`config.mk`:
```
export PLATFORM = sky130hd
export DESIGN_NAME = multicycle_ctrl_flat
export DESIGN_NICKNAME = d
export VERILOG_FILES = /design/src/rtl/multicycle_ctrl_if.sv /design/src/rtl/multicycle_ctrl.sv /design/src/flat_wrapper.sv
export SDC_FILE = /design/constraint.sdc
export NUM_CORES = 1
export LEC_CHECK = 0
export CORE_UTILIZATION = 30
export CTS_CLUSTER_SIZE = 8
export DETAILED_ROUTE_END_ITERATION = 16
export HOLD_SLACK_MARGIN = 0.15
export PLACE_DENSITY = 0.64
export SLEW_MARGIN = 0
export SYNTH_ARGS = -nofsm -noshare
export SYNTH_HDL_FRONTEND = slang
export SYNTH_SLANG_ARGS = --single-unit
```
`constraint.sdc`:
```
create_clock -name clk -period 2.2 [get_ports clk]
set_input_delay 0.44 -clock clk [delete_from_list [all_inputs] [get_ports clk]]
set_output_delay 0.44 -clock clk [all_outputs]
set_load 0.02 [all_outputs]
```
`src/rtl/multicycle_ctrl_if.sv`:
```
// Control/status bundle between the multi-cycle sequencer and its datapath plus unified memory.
// The master side is the sequencer; the slave side is the datapath/memory.
interface multicycle_ctrl_if;
  logic [5:0] op_code;
  logic       zero;
  logic       mem_ready;
  logic       mem_req;
  logic       mem_we;
  logic       iord;
  logic       ir_write;
  logic       pc_write;
  logic       pc_write_cond;
  logic       branch_not;
  logic [1:0] pc_src;
  logic       alu_src_a;
  logic [1:0] alu_src_b;
  logic [3:0] alu_op;
  logic       sign;
  logic       reg_write;
  logic       reg_dst;
  logic       mem_to_reg;
  logic       jal;
  logic       illegal;
  logic       bus_error;
  logic [3:0] state;

  modport master (
    input  op_code, zero, mem_ready,
    output mem_req, mem_we, iord, ir_write, pc_write, pc_write_cond, branch_not, pc_src,
           alu_src_a, alu_src_b, alu_op, sign, reg_write, reg_dst, mem_to_reg, jal,
           illegal, bus_error, state
  );

  modport slave (
    output op_code, zero, mem_ready,
    input  mem_req, mem_we, iord, ir_write, pc_write, pc_write_cond, branch_not, pc_src,
           alu_src_a, alu_src_b, alu_op, sign, reg_write, reg_dst, mem_to_reg, jal,
           illegal, bus_error, state
  );
endinterface

```
`src/rtl/multicycle_ctrl.sv`:
```
// Moore sequencer for the multi-cycle MIPS core: FETCH/DECODE/EXEC/MEM/WB over a shared ALU
// and a unified memory with req/ready handshake and a per-access wait timeout.
module multicycle_ctrl #(
  parameter int MEM_TIMEOUT = 16
) (
  input logic             clk,
  input logic             rst_n,
  multicycle_ctrl_if.master bus
);

  typedef enum logic [3:0] {
    IDLE   = 4'd0,  FETCH  = 4'd1,  DECODE = 4'd2,  MEMADR = 4'd3,
    MEMRD  = 4'd4,  MEMWB  = 4'd5,  MEMWR  = 4'd6,  EXEC   = 4'd7,
    ALUWB  = 4'd8,  BRANCH = 4'd9,  JUMP   = 4'd10, ERROR  = 4'd15
  } stateT;

  typedef struct packed {
    logic       memReq;
    logic       memWe;
    logic       iord;
    logic       pcWrite;
    logic       pcWriteCond;
    logic       branchNot;
    logic [1:0] pcSrc;
    logic       aluSrcA;
    logic [1:0] aluSrcB;
    logic [3:0] aluOp;
    logic       sign;
    logic       regWrite;
    logic       regDst;
    logic       memToReg;
    logic       jal;
    logic       busError;
  } ctrlT;

  localparam logic [5:0] OP_R     = 6'b000000;
  localparam logic [5:0] OP_J     = 6'b000010;
  localparam logic [5:0] OP_JAL   = 6'b000011;
  localparam logic [5:0] OP_BEQ   = 6'b000100;
  localparam logic [5:0] OP_BNE   = 6'b000101;
  localparam logic [5:0] OP_ADDI  = 6'b001000;
  localparam logic [5:0] OP_ADDIU = 6'b001001;
  localparam logic [5:0] OP_SLTI  = 6'b001010;
  localparam logic [5:0] OP_SLTIU = 6'b001011;
  localparam logic [5:0] OP_ANDI  = 6'b001100;
  localparam logic [5:0] OP_ORI   = 6'b001101;
  localparam logic [5:0] OP_XORI  = 6'b001110;
  localparam logic [5:0] OP_LUI   = 6'b001111;
  localparam logic [5:0] OP_LW    = 6'b100011;
  localparam logic [5:0] OP_SW    = 6'b101011;

  localparam int CW = (MEM_TIMEOUT > 1) ? $clog2(MEM_TIMEOUT) : 1;

  stateT         stateR;
  stateT         nextState;
  ctrlT          ctrlR;
  logic [CW-1:0] waitCntR;
  logic          memWait;
  logic          timeout;
  logic          legalOp;
  logic          fetchDone;
  logic          unusedZero;

  function automatic logic isLegal(input logic [5:0] op);
    return op inside {OP_R, OP_J, OP_JAL, OP_BEQ, OP_BNE, OP_ADDI, OP_ADDIU, OP_SLTI,
                      OP_SLTIU, OP_ANDI, OP_ORI, OP_XORI, OP_LUI, OP_LW, OP_SW};
  endfunction

  // Control word presented while sitting in state st with the current instruction op.
  function automatic ctrlT mooreOut(input stateT st, input logic [5:0] op);
    ctrlT o;
    o = '0;
    case (st)
      FETCH: begin
        o.memReq  = 1'b1;
        o.aluSrcB = 2'b01;
        o.aluOp   = 4'b0011;
      end
      DECODE: begin
        o.aluSrcB = 2'b11;
        o.aluOp   = 4'b0011;
        o.sign    = 1'b1;
      end
      MEMADR: begin
        o.aluSrcA = 1'b1;
        o.aluSrcB = 2'b10;
        o.sign    = 1'b1;
        o.aluOp   = (op == OP_SW) ? 4'b1011 : 4'b0011;
      end
      MEMRD: begin
        o.memReq = 1'b1;
        o.iord   = 1'b1;
      end
      MEMWB: begin
        o.regWrite = 1'b1;
        o.memToReg = 1'b1;
      end
      MEMWR: begin
        o.memReq = 1'b1;
        o.memWe  = 1'b1;
        o.iord   = 1'b1;
      end
      EXEC: begin
        o.aluSrcA = 1'b1;
        o.aluSrcB = (op == OP_R) ? 2'b00 : 2'b10;
        case (op)
          OP_R:     o.aluOp = 4'b0010;
          OP_ADDI:  begin o.aluOp = 4'b1000; o.sign = 1'b1; end
          OP_ADDIU: o.aluOp = 4'b1001;
          OP_ANDI:  o.aluOp = 4'b1100;
          OP_ORI:   o.aluOp = 4'b1101;
          OP_XORI:  o.aluOp = 4'b1110;
          OP_SLTI:  begin o.aluOp = 4'b1010; o.sign = 1'b1; end
          OP_SLTIU: o.aluOp = 4'b0001;
          OP_LUI:   o.aluOp = 4'b1111;
          default:  o.aluOp = 4'b0000;
        endcase
      end
      ALUWB: begin
        o.regWrite = 1'b1;
        o.regDst   = (op == OP_R);
      end
      BRANCH: begin
        o.aluSrcA     = 1'b1;
        o.aluOp       = 4'b0100;
        o.pcWriteCond = 1'b1;
        o.pcSrc       = 2'b01;
        o.branchNot   = (op == OP_BNE);
      end
      JUMP: begin
        o.pcWrite  = 1'b1;
        o.pcSrc    = 2'b10;
        o.regWrite = (op == OP_JAL);
        o.jal      = (op == OP_JAL);
      end
      ERROR:   o.busError = 1'b1;
      default: o = '0;
    endcase
    return o;
  endfunction

  // zero only gates the PC enable inside the datapath; the sequencer never branches on it.
  assign unusedZero = bus.zero;

  assign legalOp   = isLegal(bus.op_code);
  assign memWait   = stateR inside {FETCH, MEMRD, MEMWR};
  assign fetchDone = (stateR == FETCH) && bus.mem_ready;
  // A ready arriving in the last allowed wait cycle still completes the access.
  assign timeout   = (MEM_TIMEOUT != 0) && memWait && !bus.mem_ready &&
                     (waitCntR == CW'(MEM_TIMEOUT - 1));

  // Next-state selection.
  always_comb begin
    nextState = stateR;
    case (stateR)
      IDLE:   nextState = FETCH;
      FETCH:  begin
        if (bus.mem_ready)  nextState = DECODE;
        else if (timeout)   nextState = ERROR;
        else                nextState = FETCH;
      end
      DECODE: begin
        if (!legalOp)                                  nextState = FETCH;
        else if (bus.op_code inside {OP_LW, OP_SW})    nextState = MEMADR;
        else if (bus.op_code inside {OP_BEQ, OP_BNE})  nextState = BRANCH;
        else if (bus.op_code inside {OP_J, OP_JAL})    nextState = JUMP;
        else                                           nextState = EXEC;
      end
      MEMADR: nextState = (bus.op_code == OP_LW) ? MEMRD : MEMWR;
      MEMRD:  begin
        if (bus.mem_ready)  nextState = MEMWB;
        else if (timeout)   nextState = ERROR;
        else                nextState = MEMRD;
      end
      MEMWR:  begin
        if (bus.mem_ready)  nextState = FETCH;
        else if (timeout)   nextState = ERROR;
        else                nextState = MEMWR;
      end
      EXEC:   nextState = ALUWB;
      MEMWB, ALUWB, BRANCH, JUMP: nextState = FETCH;
      ERROR:  nextState = ERROR;
      default: nextState = ERROR;
    endcase
  end

  // State register and the registered control word of the state being entered.
  always_ff @(posedge clk or negedge rst_n) begin
    if (!rst_n) begin
      stateR <= IDLE;
      ctrlR  <= '0;
    end else begin
      stateR <= nextState;
      ctrlR  <= mooreOut(nextState, bus.op_code);
    end
  end

  // Memory wait counter: restarts on every state change and on each completed access.
  always_ff @(posedge clk or negedge rst_n) begin
    if (!rst_n) begin
      waitCntR <= '0;
    end else if ((nextState != stateR) || bus.mem_ready) begin
      waitCntR <= '0;
    end else if (memWait) begin
      waitCntR <= waitCntR + CW'(1);
    end else begin
      waitCntR <= waitCntR;
    end
  end

  assign bus.mem_req       = ctrlR.memReq;
  assign bus.mem_we        = ctrlR.memWe;
  assign bus.iord          = ctrlR.iord;
  assign bus.ir_write      = fetchDone;
  assign bus.pc_write      = ctrlR.pcWrite || fetchDone;
  assign bus.pc_write_cond = ctrlR.pcWriteCond;
  assign bus.branch_not    = ctrlR.branchNot;
  assign bus.pc_src        = ctrlR.pcSrc;
  assign bus.alu_src_a     = ctrlR.aluSrcA;
  assign bus.alu_src_b     = ctrlR.aluSrcB;
  assign bus.alu_op        = ctrlR.aluOp;
  assign bus.sign          = ctrlR.sign;
  assign bus.reg_write     = ctrlR.regWrite;
  assign bus.reg_dst       = ctrlR.regDst;
  assign bus.mem_to_reg    = ctrlR.memToReg;
  assign bus.jal           = ctrlR.jal;
  assign bus.illegal       = (stateR == DECODE) && !legalOp;
  assign bus.bus_error     = ctrlR.busError;
  assign bus.state         = stateR;

endmodule
```
`src/flat_wrapper.sv`:
```
// flat-port wrapper written by rule: the top's interface ports become plain ports
module multicycle_ctrl_flat 
#(
  parameter int MEM_TIMEOUT = 16
)
  (clk, rst_n, bus_op_code, bus_zero, bus_mem_ready, bus_mem_req, bus_mem_we, bus_iord, bus_ir_write, bus_pc_write, bus_pc_write_cond, bus_branch_not, bus_pc_src, bus_alu_src_a, bus_alu_src_b, bus_alu_op, bus_sign, bus_reg_write, bus_reg_dst, bus_mem_to_reg, bus_jal, bus_illegal, bus_bus_error, bus_state);
  multicycle_ctrl_if bus_i ();
  input logic clk;
  input logic rst_n;
  input wire logic [$bits(bus_i.op_code)-1:0] bus_op_code;
  input wire logic [$bits(bus_i.zero)-1:0] bus_zero;
  input wire logic [$bits(bus_i.mem_ready)-1:0] bus_mem_ready;
  output wire logic [$bits(bus_i.mem_req)-1:0] bus_mem_req;
  output wire logic [$bits(bus_i.mem_we)-1:0] bus_mem_we;
  output wire logic [$bits(bus_i.iord)-1:0] bus_iord;
  output wire logic [$bits(bus_i.ir_write)-1:0] bus_ir_write;
  output wire logic [$bits(bus_i.pc_write)-1:0] bus_pc_write;
  output wire logic [$bits(bus_i.pc_write_cond)-1:0] bus_pc_write_cond;
  output wire logic [$bits(bus_i.branch_not)-1:0] bus_branch_not;
  output wire logic [$bits(bus_i.pc_src)-1:0] bus_pc_src;
  output wire logic [$bits(bus_i.alu_src_a)-1:0] bus_alu_src_a;
  output wire logic [$bits(bus_i.alu_src_b)-1:0] bus_alu_src_b;
  output wire logic [$bits(bus_i.alu_op)-1:0] bus_alu_op;
  output wire logic [$bits(bus_i.sign)-1:0] bus_sign;
  output wire logic [$bits(bus_i.reg_write)-1:0] bus_reg_write;
  output wire logic [$bits(bus_i.reg_dst)-1:0] bus_reg_dst;
  output wire logic [$bits(bus_i.mem_to_reg)-1:0] bus_mem_to_reg;
  output wire logic [$bits(bus_i.jal)-1:0] bus_jal;
  output wire logic [$bits(bus_i.illegal)-1:0] bus_illegal;
  output wire logic [$bits(bus_i.bus_error)-1:0] bus_bus_error;
  output wire logic [$bits(bus_i.state)-1:0] bus_state;
  assign bus_i.op_code = bus_op_code;
  assign bus_i.zero = bus_zero;
  assign bus_i.mem_ready = bus_mem_ready;
  assign bus_mem_req = bus_i.mem_req;
  assign bus_mem_we = bus_i.mem_we;
  assign bus_iord = bus_i.iord;
  assign bus_ir_write = bus_i.ir_write;
  assign bus_pc_write = bus_i.pc_write;
  assign bus_pc_write_cond = bus_i.pc_write_cond;
  assign bus_branch_not = bus_i.branch_not;
  assign bus_pc_src = bus_i.pc_src;
  assign bus_alu_src_a = bus_i.alu_src_a;
  assign bus_alu_src_b = bus_i.alu_src_b;
  assign bus_alu_op = bus_i.alu_op;
  assign bus_sign = bus_i.sign;
  assign bus_reg_write = bus_i.reg_write;
  assign bus_reg_dst = bus_i.reg_dst;
  assign bus_mem_to_reg = bus_i.mem_to_reg;
  assign bus_jal = bus_i.jal;
  assign bus_illegal = bus_i.illegal;
  assign bus_bus_error = bus_i.bus_error;
  assign bus_state = bus_i.state;
  multicycle_ctrl #(.MEM_TIMEOUT(MEM_TIMEOUT)) u_core (.clk(clk), .rst_n(rst_n), .bus(bus_i));
endmodule
```
# Word level (Yosys, flattened, before mapping)
# Cells that the tools add are included.
# totals
reg_bits	29
latchBits	0
ramBits	0
rom_bits	0
in_bits	10
elab_cells	113
memories	0
# op_classes
addsub	1
mul	0
div	0
n_lt_le_gt_ge	0
eq_ne	37
n_shift	0
muxes	33
bitwise_logic	0
n_reduce_logical	24
# ops
operator	n
$mux 4	13
$eq 6x4->1 const B	8
$pmux 4 s9	1
$eq 4x3->1 const B	8
$eq 4x4->1 const B	8
$pmux 4 s7	1
$eq 4x2->1 const B	4
$pmux 4 s4	1
$reduce_bool 15->1	1
$eq 6x2->1 const B	2
$eq 6x3->1 const B	2
$eq 6x6->1 const B	2
$mux 1	10
$reduce_or 2->1	5
$eq 4x1->1 const B	2
$pmux 2 s4	1
$reduce_bool 2->1	4
$logic_not 6->1	1
$mux 2	3
$reduce_or 3->1	2
$reduce_or 5->1	1
$add 4x1->4 const B	1
$logic_and 1x1->1	4
$logic_not 4->1	1
other kinds (6)	9

# Longest topological paths before layout
# Gate-level depths: netlist of the first run.
# depth
word_depth	10
depth_mapped	9

# Worst setup path after synthesis of the first run
# Ideal clock, no wire load.
# synth_timing
path_kind	reg2reg
startpoint	reg u_core.stateR[1] (netlist: u_core.bus.state[1])
endpoint	reg u_core.ctrlR, in the netlist u_core.bus.alu_op[3]
setup_ps	111
arrival_time_ps	2051
required_ps	2089
path_slack_ps	37
stages_incl_launch_ff	7
path_buffers	1
path_cell_list	dfrtp_1 -> buf_2 -> or4b_4 -> a21oi_4 -> a21oi_2 -> or3_1 -> a2111oi_2
# synth_via
elab_chain_len	10
# synth_lines
item	line	rtl
from (decl)	multicycle_ctrl.sv:54	stateT stateR;
from (signal assigned)	multicycle_ctrl.sv:193	stateR <= nextState;
$eq 4x1->1 / $eq 4x3->1 (equally long branches)	multicycle_ctrl.sv:146, multicycle_ctrl.sv:155	
$reduce_bool 3->1	multicycle_ctrl.sv:146	assign memWait = stateR inside {FETCH, MEMRD, MEMWR};
$logic_and 1x1->1 (2 in series)	multicycle_ctrl.sv:149	assign timeout = (MEM_TIMEOUT != 0) && memWait && !bus.mem_ready &&
$mux 4 (on tied branches)	multicycle_ctrl.sv:177, multicycle_ctrl.sv:159, multicycle_ctrl.sv:172	
$mux 4 (on tied branches)	multicycle_ctrl.sv:176, multicycle_ctrl.sv:158, multicycle_ctrl.sv:171	
$pmux 4 s7 (*)	multicycle_ctrl.sv:155	case (stateR)
$eq 4x2->1 / $eq 4x1->1 (equally long branches)	multicycle_ctrl.sv:73	case (st)
$reduce_or 2->1 (no source line)	n/a	
$pmux 4 s4 (*)	multicycle_ctrl.sv:73	
to (signal assigned)	multicycle_ctrl.sv:194	ctrlR <= mooreOut(nextState, bus.op_code);
to (decl)	multicycle_ctrl.sv:56	ctrlT ctrlR;
# Mark *: on every way between the ends. The rest lies on a longest branch, timed or not.
# A chain may end at the register's enable or synchronous reset.

# Worst setup path in the final report of the first run
# layout_timing
startpoint	reg u_core.stateR[2] (netlist: u_core.bus.state[2])
endpoint	reg u_core.waitCntR[0]
# layout_via
elab_chain_len	10
# layout_lines
item	line	rtl
$eq 4x1->1 / $eq 4x3->1 (equally long branches)	multicycle_ctrl.sv:146, multicycle_ctrl.sv:155	
$reduce_bool 3->1	multicycle_ctrl.sv:146	
$logic_and 1x1->1 (2 in series)	multicycle_ctrl.sv:149	
$mux 4 (on tied branches)	multicycle_ctrl.sv:177, multicycle_ctrl.sv:159, multicycle_ctrl.sv:172	
$mux 4 (on tied branches)	multicycle_ctrl.sv:176, multicycle_ctrl.sv:158, multicycle_ctrl.sv:171	
$pmux 4 s7	multicycle_ctrl.sv:155	
$ne 4x4->1	multicycle_ctrl.sv:202	end else if ((nextState != stateR) || bus.mem_ready) begin
$logic_or 1x1->1	multicycle_ctrl.sv:202	
$mux 4 / $reduce_bool 2->1 (equally long branches)	n/a	
to (signal assigned)	multicycle_ctrl.sv:205	waitCntR <= waitCntR + CW'(1);
to (signal assigned)	multicycle_ctrl.sv:207	waitCntR <= waitCntR;
to (decl)	multicycle_ctrl.sv:57	logic [CW-1:0] waitCntR;
# Several ways; a longest one is shown, not always the timed one.

==> impl_metrics.env, run 1 <==
export IMPL_status="finished clean"
export IMPL_slew_headroom_pct=71.5
export IMPL_dpl_hpwl_um=3010
export IMPL_core_area_mm2=0.00511
export IMPL_cp_data_required_time_ns=2.39
export IMPL_setup_ws_ns=0.0572
export IMPL_clock_path_buffers=2
export IMPL_area_growth_pct=56.1
export IMPL_drv_slew=0
export IMPL_cts_buffers=3
export IMPL_syn_inst=175
export IMPL_critPathBufInv=1
export IMPL_fmaxAchievable_ghz=0.467
export IMPL_startpoint="u_core.bus.state[2]"
export IMPL_ff2ff_setup_slack_ns=0.06
export IMPL_initial_utilization_pct=31.3
export IMPL_path_delay_family="simple AND/OR/NAND/NOR gates"
export IMPL_grt_use_total_pct=15.3
export IMPL_wl_per_cell_um=12.6
export IMPL_fin_nets=257
export IMPL_die_x_um=75.0
export IMPL_worst_setup_path_end_kind="flip-flop"
export IMPL_die_area_mm2=0.00563
export IMPL_antenna_left=0
export IMPL_grt_max_degree=29
export IMPL_syn_area_mm2=0.00160
export IMPL_ys_types=50
export IMPL_routed_wl_um=3960
export IMPL_die_h_um=75.0
export IMPL_finClkSkew_ns=0.00149
export IMPL_yosysSeqAreaShare_pct=43.8
export IMPL_ioPinCount=37
export IMPL_synth_avg_cell_area_um2=9.14
export IMPL_drt_pass1_iterations=4
export IMPL_cts_sinks=28
export IMPL_final_area_mm2=0.00250
export IMPL_grt_pass1_wl_um=6540
export IMPL_cp_cell_sequence="buf_4 > nand3b_1 > a31o_1 > or4_1 > a221o_1 > nor3_1"
export IMPL_ir_worst_vdd_uv=591
export IMPL_synth_edff_count=0
export IMPL_synth_main_ff_cell="dfrtp_1"
export IMPL_critPathSlowestCell="or4_1"
export IMPL_n_antenna_cell=0
export IMPL_grt_pass1_vias=1481
export IMPL_tightest_slew_ns=0.427
export IMPL_rsz0062_at_grt="true"
export IMPL_p_leak_nw=1.15
export IMPL_place_ws_ns=-0.369
export IMPL_critPathMaxFanout=8
export IMPL_power_frac_clock_pct=11.0
export IMPL_antenna_found_initial=0
export IMPL_fin_tns_setup_ns=0
export IMPL_vias=1493
export IMPL_swShare_pct=40.3
export IMPL_routabilityCongestion=0.892
export IMPL_clock_root_buffer="clkbuf_8"
export IMPL_drt_iter0_markers=45
export IMPL_powerDensity_mw_per_mm2=1430
export IMPL_finalHoldViolations=0
export IMPL_cts_hold_buf=0
export IMPL_pwr_share_seq_pct=20.5
export IMPL_final_layout_size_suffix_gt1_share_pct=33.1
export IMPL_cap_violations=0
export IMPL_ys_ff_latch=28
export IMPL_dpl_cell_area_mm2=0.00226
export IMPL_cts_tree="yes"
export IMPL_final_core_util_pct=48.9
export IMPL_yosysWarnings=0
export IMPL_drcViolationCount=0
export IMPL_clkTransAtPathRegs_ns=0.09
export IMPL_finalCritPeriodShare_pct=97.4
export IMPL_start_kind="flip-flop"
export IMPL_setup_viol=0
export IMPL_power_frac_comb_pct=68.5
export IMPL_reg2reg_from="u_core.bus.state[2]"
export IMPL_fin_crit_ns=2.14
export IMPL_num_rows=26
export IMPL_hold_path_class="primary input to asynchronous set/reset pin"
export IMPL_cts_htree_levels=1
export IMPL_intPower_w=0.00214
export IMPL_async_reset_ff_share_pct=100
export IMPL_grt_overflow=0
export IMPL_clk_latency_ns=0.27
export IMPL_arrival_ns=2.33
export IMPL_slowest_delay_ns=0.48
export IMPL_via_per_inst=4.74
export IMPL_syn_num_nets=186
export IMPL_crit_type="flip-flop to flip-flop"
export IMPL_power_switching_w=0.00144
export IMPL_io_buffers=35
cells by family (layout without fill, tap and decap cells):
| family | after synthesis | count (layout) | synth area share, % |
|---|---|---|---|
| AOI/OAI and AO/OA | 38 | 38 | 17.1 |
| xor gates and xnor gates | 4 | 4 | 2.19 |
| adders and majority gates | 1 | 1 | 0.782 |
| buffers and inverters | 26 | 96 | 9.00 |
| DFF | 28 | 28 | 43.8 |
| muxes | 3 | 3 | 1.96 |
| and+or+nand+nor | 75 | 75 | 25.2 |
placed cells by master (no fill, tap or decap), types with 5 or more instances in the layout:
| master | Yosys | layout |
|---|---|---|
| a21oi_1 | 7 | 6 |
| buf_4 | 8 | 47 |
| clkdlybuf4s50_1 | 0 | 25 |
| dfrtp_1 | 28 | 27 |
| dlymetal6s2s_1 | 0 | 5 |
| inv_1 | 6 | 6 |
| nand2_1 | 15 | 15 |
| nand2b_1 | 7 | 7 |
| nand3_1 | 6 | 5 |
| nor2_1 | 14 | 11 |
| nor2b_1 | 6 | 6 |
| nor3_1 | 10 | 7 |
| o21ai_0 | 5 | 5 |
stage by stage:
| stage | hold WS, ns | total power [W] | cells |
|---|---|---|---|
| after floorplan | 0.144 | 0.00196 | 175 |
| after global placement | 0.571 | 0.00292 | 307 |
| after global routing | 0.561 | 0.00385 | 315 |
| after detailed placement | 0.592 | 0.00294 | 307 |
| final | 0.548 | 0.00358 | 315 |
| after CTS | 0.565 | 0.00337 | 311 |
final timing paths:
check	to	depth (start not counted)
setup / recovery	u_core.waitCntR[0]	6
hold / removal	u_core.bus.reg_dst	2
setup reg to reg	u_core.waitCntR[0]	6
hold reg to reg	u_core.waitCntR[0]	2
max in group asynchronous	u_core.bus.state[0]	2
min in group clk	u_core.bus.reg_dst	3
cell usage after synthesis, drive strengths merged, types with 2 or more instances:
library cell  number  area (um2)
nor3              11        60.1
nand4              2        12.5
buf               17         110
a31o               2        17.5
a211o              2        17.5
or2                2        12.5
xor2               3        26.3
nand2             15        56.3
inv                7        26.3
nand3              6        30.0
mux2i              2        20.0
or4                2        15.0
nor2b              6        37.5
nand2b             7        43.8
o31ai              2        15.0
nor4               2        12.5
a32oi              2        17.5
dfrtp             28         701
o21ai              9        45.0
a2111oi            2        23.8
a21o               5        38.8
nor2              14        52.6
a31oi              2        12.5
nand4b             2        17.5
a21oi              9        60.1
clkbuf             2        7.51
cell type report:
class                   count  area [um2]
fillers                   494        2610
multi-input cells         121         870
repair buffers             85         739
flip-flops and latches     28         702
well taps                  70        87.6
clock buffers               3        41.3
clock inverters             1        30.0
inverters                   7        26.3
routing by layer:
layer	routed length [um]	global-route usage, %
met1	1750	18.6
met5	0	0
met3	133	3.21
met2	2060	28.5
met4	13	1.89
worst reg2reg max path: stages, from the launching register on:
cell	delay (ns)
dfrtp_1	0.40
buf_4	0.17
nand3b_1	0.16
a31o_1	0.24
or4_1	0.48
a221o_1	0.41
nor3_1	0.21
power groups by stage:
| stage | logic (W) | clock network, W | registers [W] |
|---|---|---|---|
| floorplan | 0.00111 | 0 | 0.000840 |
| detailed placement | 0.00219 | 0 | 0.000745 |
| global placement | 0.00217 | 0 | 0.000745 |
| finish | 0.00245 | 0.000393 | 0.000735 |
| CTS | 0.00222 | 0.000407 | 0.000736 |
| global route | 0.00268 | 0.000424 | 0.000751 |
repair_timing:
item	CTS	global route
endpoints found under the setup margin	16	19
resized for setup	14	24
buffers inserted	0	4
pin swaps	2	11
gates cloned	0	0
Power figures use the tool's default switching activity.
==> run 2, diff against run 1 <==
--- a/config.mk
+++ b/config.mk
@@ -5,9 +5,10 @@
 export SDC_FILE = /design/constraint.sdc
 export NUM_CORES = 1
 export LEC_CHECK = 0
+export ABC_AREA = 1
 export CORE_UTILIZATION = 30
-export CTS_CLUSTER_SIZE = 8
 export DETAILED_ROUTE_END_ITERATION = 16
+export GPL_ROUTABILITY_DRIVEN = 0
 export HOLD_SLACK_MARGIN = 0.15
 export PLACE_DENSITY = 0.64
 export SLEW_MARGIN = 0
==> impl_metrics.env, run 2 <==
export IMPL_setup_ws_ns=0.229
export IMPL_dpl_cell_area_mm2=0.00226
export IMPL_ir_worst_vdd_uv=187
export IMPL_clock_root_buffer="clkbuf_8"
export IMPL_reg2reg_from="u_core.bus.state[1]"
export IMPL_core_area_mm2=0.00511
export IMPL_start_kind="flip-flop"
export IMPL_crit_type="flip-flop to primary output"
export IMPL_syn_inst=201
export IMPL_reg2regPathDepth=8
export IMPL_grt_use_total_pct=12.8
export IMPL_fin_nets=282
export IMPL_fin_crit_ns=1.97
export IMPL_power_switching_w=0.000191
export IMPL_powerDensity_mw_per_mm2=420
export IMPL_drt_iter0_markers=49
export IMPL_fin_cells=340
export IMPL_yosys_area_top_type="dfrtp_1"
export IMPL_yosysWarnings=0
export IMPL_crit_end="bus_pc_write"
export IMPL_swShare_pct=19.4
export IMPL_vias=1469
export IMPL_drv_slew=0
export IMPL_num_rows=26
export IMPL_synth_top_cell_area_share_pct=44.0
export IMPL_ys_types=30
export IMPL_final_cell_mix="44 x nand2_1, 39 x buf_4, 28 x dfrtp_1, 26 x nor2_1, 26 x clkdlybuf4s50_1"
export IMPL_cap_violations=0
export IMPL_clock_path_buffers=2
export IMPL_synth_edff_count=0
export IMPL_pwr_share_seq_pct=52.2
export IMPL_clkTransAtPathRegs_ns=0.09
export IMPL_cts_tree="yes"
export IMPL_drt_pass1_iterations=4
export IMPL_initial_utilization_pct=31.2
export IMPL_finClkSkew_ns=0.00413
export IMPL_place_ws_ns=-0.445
export IMPL_synth_main_ff_cell="dfrtp_1"
export IMPL_worst_setup_path_end_kind="primary output"
export IMPL_finalCritPeriodShare_pct=89.6
export IMPL_power_frac_comb_pct=7.7
export IMPL_p_leak_nw=1.23
export IMPL_io_buffers=35
export IMPL_slew_headroom_pct=70.5
export IMPL_drcViolationCount=0
export IMPL_synth_area_leaders="dfrtp_1 44%, nand2_1 10%, nor2_1 6.8%"
export IMPL_cts_hold_buf=0
export IMPL_via_per_inst=4.32
export IMPL_syn_num_nets=212
export IMPL_async_reset_ff_share_pct=100
export IMPL_area_growth_pct=47.1
export IMPL_grt_max_degree=29
export IMPL_final_area_mm2=0.00234
export IMPL_rsz0062_at_grt="false"
export IMPL_synth_common_cells="44 x nand2_1, 29 x nor2_1, 28 x dfrtp_1"
export IMPL_die_h_um=74.9
export IMPL_power_frac_clock_pct=40.1
export IMPL_cts_sinks=28
export IMPL_wl_per_cell_um=10.1
export IMPL_status="finished clean"
export IMPL_tightest_slew_ns=0.443
export IMPL_yosysSeqAreaShare_pct=44.0
export IMPL_die_x_um=74.9
export IMPL_intPower_w=0.000794
export IMPL_layout_commonest_cell="nand2_1"
export IMPL_postCtsSetupRepairBufs=0
export IMPL_ff2ff_setup_slack_ns=0.43
export IMPL_fmaxAchievable_ghz=0.507
export IMPL_grt_pass1_wl_um=5460
export IMPL_cts_htree_levels=1
export IMPL_routed_wl_um=3420
export IMPL_ioPinCount=37
export IMPL_finalHoldViolations=0
export IMPL_startpoint="u_core.bus.state[1]"
export IMPL_cp_data_required_time_ns=1.76
export IMPL_dpl_hpwl_um=2860
export IMPL_synth_avg_cell_area_um2=7.92
export IMPL_antenna_left=0
export IMPL_yosys_cell_count_top_type="nand2_1"
export IMPL_syn_area_mm2=0.00159
export IMPL_final_core_util_pct=45.9
export IMPL_grt_overflow=0
export IMPL_hold_path_class="primary input to asynchronous set/reset pin"
export IMPL_setup_viol=0
export IMPL_ys_ff_latch=28
export IMPL_die_area_mm2=0.00560
export IMPL_n_antenna_cell=0
export IMPL_critPathMaxFanout=4
export IMPL_antenna_found_initial=0
export IMPL_grt_pass1_vias=1260
export IMPL_regToRegEndpoint="u_core.bus.mem_req"
export IMPL_arrival_ns=1.53
export IMPL_final_layout_size_suffix_gt1_share_pct=30.4
export IMPL_dp_cells=336
export IMPL_clk_latency_ns=0.27
export IMPL_cts_buffers=3
export IMPL_fin_tns_setup_ns=0
-- run 2: cell families (layout without fill, tap and decap cells) --
| family | Yosys count | in the layout | synth area share [%] |
|---|---|---|---|
| buf+inv | 34 | 103 | 9.90 |
| flops | 28 | 28 | 44.0 |
| fa+ha+maj | 1 | 1 | 0.785 |
| simple gates | 119 | 119 | 36.6 |
| mux | 1 | 1 | 0.628 |
| compound gates | 15 | 15 | 6.44 |
| xor+xnor | 3 | 3 | 1.65 |
-- run 2: per-layer routing --
metal	routed length, um	vias up	GRT usage, %
met5	0	-	0
met4	53	0	4.40
met3	121	5	1.20
met2	1620	31	21.4
met1	1620	669	17.3
li1	-	764	-
-- run 2: worst min path at each step --
stage | slack, ns | start | to
final | 0.53 | rst_n | u_core.bus.reg_dst
after global routing | 0.57 | rst_n | u_core.bus.pc_src[1]
after CTS | 0.54 | rst_n | u_core.bus.reg_dst
after detailed placement | 0.56 | u_core.waitCntR[3] | u_core.waitCntR[3]
after global placement | 0.54 | u_core.waitCntR[3] | u_core.waitCntR[3]
after floorplan | 0.14 | rst_n | u_core.bus.alu_op[0]
-- run 2: critical path, stage by stage (launching register included) --
cell	delay, ns
dfrtp_1	0.43
inv_1	0.09
nand2_2	0.09
nor2_2	0.06
nand2_1	0.11
inv_1	0.06
or2_2	0.27
clkbuf_2	0.16
-- run 2: power groups by stage --
stage | Combinational [W] | Clock, W | Sequential [W]
6_report | 0.0000762 | 0.000395 | 0.000514
5_1_grt | 0.0000854 | 0.000422 | 0.000514
4_1_cts | 0.0000766 | 0.000406 | 0.000514
3_5_place_dp | 0.0000766 | 0 | 0.000524
3_3_place_gp | 0.0000762 | 0 | 0.000524
2_1_floorplan | 0.0000207 | 0 | 0.000525
-- run 2: timing repair --
| item | 4_1_cts | 5_1_grt |
|---|---|---|
| resized for setup | 7 | 15 |
| hold endpoints to repair | 0 | 0 |
| endpoints found under the setup margin | 3 | 4 |
| pin swaps | 0 | 1 |
-- run 2: final cells by class --
type	count	area (um2)
clock inverters	1	30.0
inverters	26	97.6
flip-flops and latches	28	701
multi-input cells	139	747
repair buffers	73	638
fillers	536	2770
clock buffers	3	41.3
well taps	70	87.6
-- run 2: through the flow --
step	power, W	hold slack (ns)
floorplan	0.000545	0.144
global placement	0.000601	0.539
detailed placement	0.000601	0.564
CTS	0.000997	0.544
global route	0.00102	0.570
finish	0.000985	0.528
